<file path="src/rtl/bus_arbiter_pkg.sv">
// bus_arbiter_pkg: state codes, owner codes and the DMA word mode shared by the arbiter files
package bus_arbiter_pkg;
  typedef enum logic [1:0] {
    ARB_IDLE = 2'd0,
    ARB_CPU  = 2'd1,
    ARB_DMA  = 2'd2
  } arb_state_e;
  localparam logic [1:0] OWN_NONE = 2'd0;
  localparam logic [1:0] OWN_CPU  = 2'd1;
  localparam logic [1:0] OWN_DMA  = 2'd2;
  localparam logic [2:0] DM_WORD  = 3'b010;
endpackage

</file>
<file path="src/rtl/bus_arbiter_timer.sv">
// arb_timer: bus_ack wait counter, only built when ARB_TIMEOUT_EN is defined
`ifdef ARB_TIMEOUT_EN
module arb_timer #(
  parameter int TIMEOUT = 255
) (
  input  logic clk,
  input  logic rst,
  input  logic clr_i,
  input  logic en_i,
  output logic expired_o
);
  logic [15:0] cnt_q;
  // count ack-less transfer cycles; cleared on every grant
  always_ff @(posedge clk) begin
    if (rst || clr_i) cnt_q <= '0;
    else if (en_i) cnt_q <= cnt_q + 16'd1;
  end
  // expiry lands on the TIMEOUT-th ack-less cycle so that cycle's edge terminates the transfer
  assign expired_o = en_i & (cnt_q == 16'(TIMEOUT - 1));
endmodule
`endif

</file>
<file path="src/rtl/bus_arbiter.sv">
// bus_arbiter: shares the device bus between CPU and DMA; ARB_TIMEOUT_EN adds ack timeout with bus_err
module bus_arbiter
  import bus_arbiter_pkg::*;
#(
  parameter int STARVE_LIMIT = 4,
  parameter int TIMEOUT      = 255
) (
  input  logic        clk,
  input  logic        rst,
  input  logic        cpu_req,
  input  logic [31:0] cpu_addr,
  input  logic        cpu_we,
  input  logic [2:0]  cpu_mode,
  input  logic [31:0] cpu_wdata,
  input  logic        cpu_stop,
  output logic [31:0] cpu_rdata,
  output logic        cpu_valid,
  input  logic        dma_req,
  input  logic [31:0] dma_addr,
  input  logic        dma_we,
  input  logic [31:0] dma_wdata,
  output logic [31:0] dma_rdata,
  output logic        dma_ack,
  output logic        bus_req,
  output logic [31:0] bus_addr,
  output logic        bus_we,
  output logic [2:0]  bus_mode,
  output logic [31:0] bus_wdata,
  input  logic [31:0] bus_rdata,
  input  logic        bus_ack,
  output logic        bus_err,
  output logic [1:0]  owner
);
  if (STARVE_LIMIT < 1 || STARVE_LIMIT > 15 || TIMEOUT < 1 || TIMEOUT > 65535) begin : g_bad_param
    $error("bus_arbiter: parameter out of range");
  end
  arb_state_e  state_q, state_d;
  logic [3:0]  starve_q, starve_d;
  logic [1:0]  owner_q, owner_d;
  logic        bus_req_q, bus_we_q, cpu_valid_q, dma_ack_q;
  logic [31:0] bus_addr_q, bus_wdata_q, cpu_rdata_q, dma_rdata_q, rd_d;
  logic [2:0]  bus_mode_q;
  logic        xfer, cpu_pend, cpu_gnt, dma_gnt, done, expired;
  assign xfer     = state_q != ARB_IDLE;
  assign cpu_pend = cpu_req & ~cpu_stop;
  // a pending CPU request keeps priority even in its own completion cycle, where it is only barred from re-grant
  assign dma_gnt  = ~xfer & dma_req & (~cpu_pend | (starve_q == 4'(STARVE_LIMIT)));
  assign cpu_gnt  = ~xfer & cpu_pend & ~cpu_valid_q & ~dma_gnt;
  assign done     = xfer & (bus_ack | expired);
`ifdef ARB_TIMEOUT_EN
  logic bus_err_q;
  arb_timer #(.TIMEOUT(TIMEOUT)) u_timer (
    .clk       (clk),
    .rst       (rst),
    .clr_i     (cpu_gnt | dma_gnt),
    .en_i      (xfer & ~bus_ack),
    .expired_o (expired)
  );
  assign bus_err = bus_err_q;
`else
  assign expired = 1'b0;
  assign bus_err = 1'b0;
`endif
  // next state, owner, starvation count and returned read data
  always_comb begin
    state_d  = cpu_gnt ? ARB_CPU : dma_gnt ? ARB_DMA : done ? ARB_IDLE : state_q;
    owner_d  = cpu_gnt ? OWN_CPU : dma_gnt ? OWN_DMA : done ? OWN_NONE : owner_q;
    starve_d = (~dma_req | dma_gnt) ? 4'd0 : cpu_gnt ? starve_q + 4'd1 : starve_q;
    rd_d     = (bus_we_q | ~bus_ack) ? 32'h0 : bus_rdata;
  end
  // arbiter FSM with registered bus and completion outputs
  always_ff @(posedge clk) begin
    if (rst) begin
      state_q     <= ARB_IDLE;
      owner_q     <= OWN_NONE;
      starve_q    <= '0;
      bus_req_q   <= 1'b0;
      bus_addr_q  <= '0;
      bus_we_q    <= 1'b0;
      bus_mode_q  <= '0;
      bus_wdata_q <= '0;
      cpu_valid_q <= 1'b0;
      dma_ack_q   <= 1'b0;
      cpu_rdata_q <= '0;
      dma_rdata_q <= '0;
`ifdef ARB_TIMEOUT_EN
      bus_err_q   <= 1'b0;
`endif
    end else begin
      state_q     <= state_d;
      owner_q     <= owner_d;
      starve_q    <= starve_d;
      cpu_valid_q <= done & (state_q == ARB_CPU);
      dma_ack_q   <= done & (state_q == ARB_DMA);
`ifdef ARB_TIMEOUT_EN
      bus_err_q   <= done & expired;
`endif
      if (cpu_gnt || dma_gnt) begin
        bus_req_q   <= 1'b1;
        bus_addr_q  <= cpu_gnt ? cpu_addr : dma_addr;
        bus_we_q    <= cpu_gnt ? cpu_we : dma_we;
        bus_mode_q  <= cpu_gnt ? cpu_mode : DM_WORD;
        bus_wdata_q <= cpu_gnt ? cpu_wdata : dma_wdata;
      end else if (done) bus_req_q <= 1'b0;
      if (done && state_q == ARB_CPU) cpu_rdata_q <= rd_d;
      if (done && state_q == ARB_DMA) dma_rdata_q <= rd_d;
    end
  end
  assign bus_req   = bus_req_q;
  assign bus_addr  = bus_addr_q;
  assign bus_we    = bus_we_q;
  assign bus_mode  = bus_mode_q;
  assign bus_wdata = bus_wdata_q;
  assign cpu_valid = cpu_valid_q;
  assign cpu_rdata = cpu_rdata_q;
  assign dma_ack   = dma_ack_q;
  assign dma_rdata = dma_rdata_q;
  assign owner     = owner_q;
endmodule

</file>
<file path="config.mk">
export PLATFORM = sky130hd
export DESIGN_NAME = bus_arbiter
export DESIGN_NICKNAME = d
export VERILOG_FILES = /design/src/rtl/bus_arbiter_pkg.sv /design/src/rtl/bus_arbiter_timer.sv /design/src/rtl/bus_arbiter.sv
export SDC_FILE = /design/constraint.sdc
export NUM_CORES = 1
export LEC_CHECK = 0
export BUFFER_PORTS_ARGS = -buffer_cell sky130_fd_sc_hd__buf_2
export CAP_MARGIN = 10
export CORE_ASPECT_RATIO = 1.75
export CORE_MARGIN = 10
export CORE_UTILIZATION = 45
export DETAILED_ROUTE_END_ITERATION = 10
export PLACE_DENSITY = 0.77
export SETUP_SLACK_MARGIN = 0.5
export SLEW_MARGIN = 10
export SYNTH_ARGS = -nofsm -noshare
export SYNTH_HDL_FRONTEND = slang
export SYNTH_SLANG_ARGS = --single-unit
</file>
<file path="constraint.sdc">
create_clock -name clk -period 2.76 [get_ports clk]
set_input_delay 0.828 -clock clk [delete_from_list [all_inputs] [get_ports clk]]
set_output_delay 0.828 -clock clk [all_outputs]
set_load 0.01 [all_outputs]
</file>
==> out/summary.txt <==
Hold Slack: 0.4483 ns
CP endpoint kind: register
Initial core utilization: 46.13%
Initial antenna violation count: 1
Outcome: completed
Async SR Flop Fraction: 0%
Flop pwr share: 39.6%
Starting DRT DRC Count: 243
Clock Tree Buf Depth: 2
CTS Root Cell: clkbuf_16
CP max FO: 67
Avg Cell Area, Syn: 7.844 sq um
Synth Net Count: 908
Tot Pwr: 5.660 mW
Layout cells sized above 1: 35.99%
Comb pwr share: 14.5%
Final setup TNS: 0 ns
Chip height: 169.7 um
Number of synthesized flops with an enable pin: 0
FF+latch count, synth: 141
Antenna cells: 0
Hold Violations, Final: 0
Drc violations: 0
DR pass1 iterations: 4
Most frequent cells in the layout: buf_2 (306), nand2_1 (195), dfxtp_1 (141), a21oi_1 (121), nor2_1 (69)
Min Tclk post-route: 2.006 ns
Count of hold-fix buffers inserted at cts: 0
YS warnings: 0
TritonCTS clock tree: yes
Clk slew on worst S/H paths: 0.06 ns
Clock Power Share: 45.9%
Post-CTS Resized: 0
Die Width: 105.6 um
Commonest non-fill, non-tap cell in the layout: buf_2
Gpl congestion: 0.8853
Post-synthesis sequential area ratio: 48.96%
TritonCTS Buffers: 17
Largest net degree at the start of global routing: 68
Clock skew: 0.009826 ns
GR Util All Layers: 22.47%
I/O Pins: 309
Die Area: 17,920 sq um
Post-route ant nets: 0
CP Data Required Time: 3.03 ns
Synth top area share: 48.96%
Setup Buffers After CTS: 0
Met2 Wirelength: 10.38 mm
# clock sinks: 141
Switching Share: 25.49%
Core box area: 12,500 sq um
DR WL met3: 2.007 mm
First-pass GRT wire length: 32.78 mm
H-tree depth: 4
RSZ-0062 raised after global routing: no
Slowest stage delay, CP: 0.51 ns
Crit share post-route: 72.67%
CP startpoint kind: primary input
Max Transition Viols Final: 0
Switch Pwr: 1.443 mW
Setup WS pre-CTS: 0.3296 ns
Vias/cell: 5.174
Nets: 1,188
Worst IR Drop VDD: 459.0 uV
Final wirelength: 20.81 mm
Crit path cell chain: buf_2 -> or4b_4 -> or2_2 -> buf_12 -> a21oi_1 -> a211oi_1
Gr ovfl total: 0
DR WL/cell: 17.40 um
Hold crit path type: register to register
CP arrival: 2.28 ns
Hpwl dp: 15.55 mm
Leakage power: 3.670 nW
Vias in the first global route: 6,375
Metal-1 WL: 7.518 mm
Worst-skew pair later-pin latency: 0.41 ns
Placed cell areas: 7432 sq um
Crit Path Category: primary input to register
Area Overhead vs Synth: 40.49%
Vias: 6,188
Cell count after synthesis: 735
Mapped cell area: 5766 sq um
Max Freq: 498.6 MHz
Top layer used by detailed routing: met5
Family with the most delay on the worst path: simple AND/OR/NAND/NOR gates
FP Rows: 54
Synth cell types: 34
Yosys top cell by area: dfxtp_1
Synth Flop Type: dfxtp_1
Pwr dens: 698.7 nW/um^2
Ranking of synthesized cells by area: dfxtp_1 (49%), nand2_1 (13%), a21oi_1 (11%)
Max Cap Violations: 0
Fin area: 8100 sq um
Total internal power: 4.217 mW
I/O Buffers: 307
Crit path buf inv count: 2
Crit-path slowest cell: or4b_4
Setup Viol. Count Final: 0
Final WS setup: 0.7543 ns
-- sequential cells by signal (all words and copies together) (netlist names) --
| signal | flops |
|---|---|
| cpu_valid | 1 |
| starve_q | 4 |
| bus_req | 1 |
| dma_ack | 1 |
| bus_we | 1 |
| bus_wdata | 32 |
| state_q | 1 |
| bus_mode | 3 |
| dma_rdata | 32 |
| cpu_rdata | 32 |
| owner | 1 |
| bus_addr | 32 |
-- cell families (layout without fill, tap and decap cells) --
group | count (synthesis) | count (layout) | synth area share [%]
AO/OA/AOI/OAI | 201 | 201 | 21.09
AND/OR/NAND/NOR | 320 | 320 | 23.57
multiplexers | 3 | 3 | 0.5209
adder cells (fa/ha/maj) | 2 | 2 | 0.4340
XOR/XNOR | 2 | 2 | 0.3039
flip-flops | 141 | 141 | 48.96
buffers and inverters | 65 | 358 | 5.056
other | 1 | 1 | 0.06504
-- metal layers --
| metal | GRT usage [%] | vias up |
|---|---|---|
| li1 | - | 3030 |
| met1 | 23.29 | 2847 |
| met2 | 37.79 | 258 |
| met3 | 9.582 | 51 |
| met4 | 11.71 | 2 |
| met5 | 0 | - |
-- worst reg2reg max path, delay by kind of cell (launching register included) --
family                   cells  cell delay, ns
buffers and inverters        2            0.35
AND/OR/NAND/NOR              2            0.34
flip-flops                   1            0.40
adder cells (fa/ha/maj)      1            0.21
AO/OA/AOI/OAI                2            0.62
-- path summary, 6_finish.rpt --
kind | from | to | slack (ns) | depth (start not counted)
worst min register to register | cpu_rdata[27]$_SDFFE_PP0P_ | cpu_rdata[27]$_SDFFE_PP0P_ | 0.45 | 2
worst min-delay path | cpu_rdata[27]$_SDFFE_PP0P_ | cpu_rdata[27]$_SDFFE_PP0P_ | 0.45 | 2
worst max-delay path | cpu_stop | bus_wdata[0]$_SDFFE_PP0P_ | 0.75 | 6
worst max register to register | starve_q[0]$_SDFFE_PP0P_ | bus_addr[9]$_SDFFE_PP0P_ | 0.76 | 7
-- stage by stage --
step                std cells  util, %
global route             1196    64.80
global placement         1164    59.46
CTS                      1196    64.80
finish                   1196    64.80
floorplan                 735        -
detailed placement       1164    59.46
-- synth_stat cells (all sizes together), types with 2 or more instances --
library cell,number
nand2,195
dfxtp,141
a21oi,131
nor2,70
a211oi,64
clkbuf,41
nor2b,32
buf,21
nor3,8
inv,3
mux2i,3
nand3b,3
and4b,2
ha,2
nor3b,2
nor4b,2
o21ai,2
xnor2,2
-- layout make-up --
type / instances / area [sq um]
Timing Repair Buffer: 323 / 1722
Fill cell: 1136 / 4399
Clock inverter: 14 / 239.0
Sequential cell: 141 / 2823
Clock buffer: 18 / 429.2
Tap cell: 168 / 210.2
Inverter: 3 / 11.26
Multi-Input combinational cell: 529 / 2666
-- power by group through the flow --
| stage | Clock (mW) | Combinational [mW] | Sequential (mW) |
|---|---|---|---|
| final | 2.60 | 0.822 | 2.24 |
| after global routing | 2.73 | 0.909 | 2.25 |
| after CTS | 2.64 | 0.833 | 2.24 |
| after detailed placement | 0 | 0.829 | 2.28 |
| after global placement | 0 | 0.819 | 2.28 |
| after floorplan | 0 | 0.393 | 2.33 |
Power figures use the tool's default switching activity.
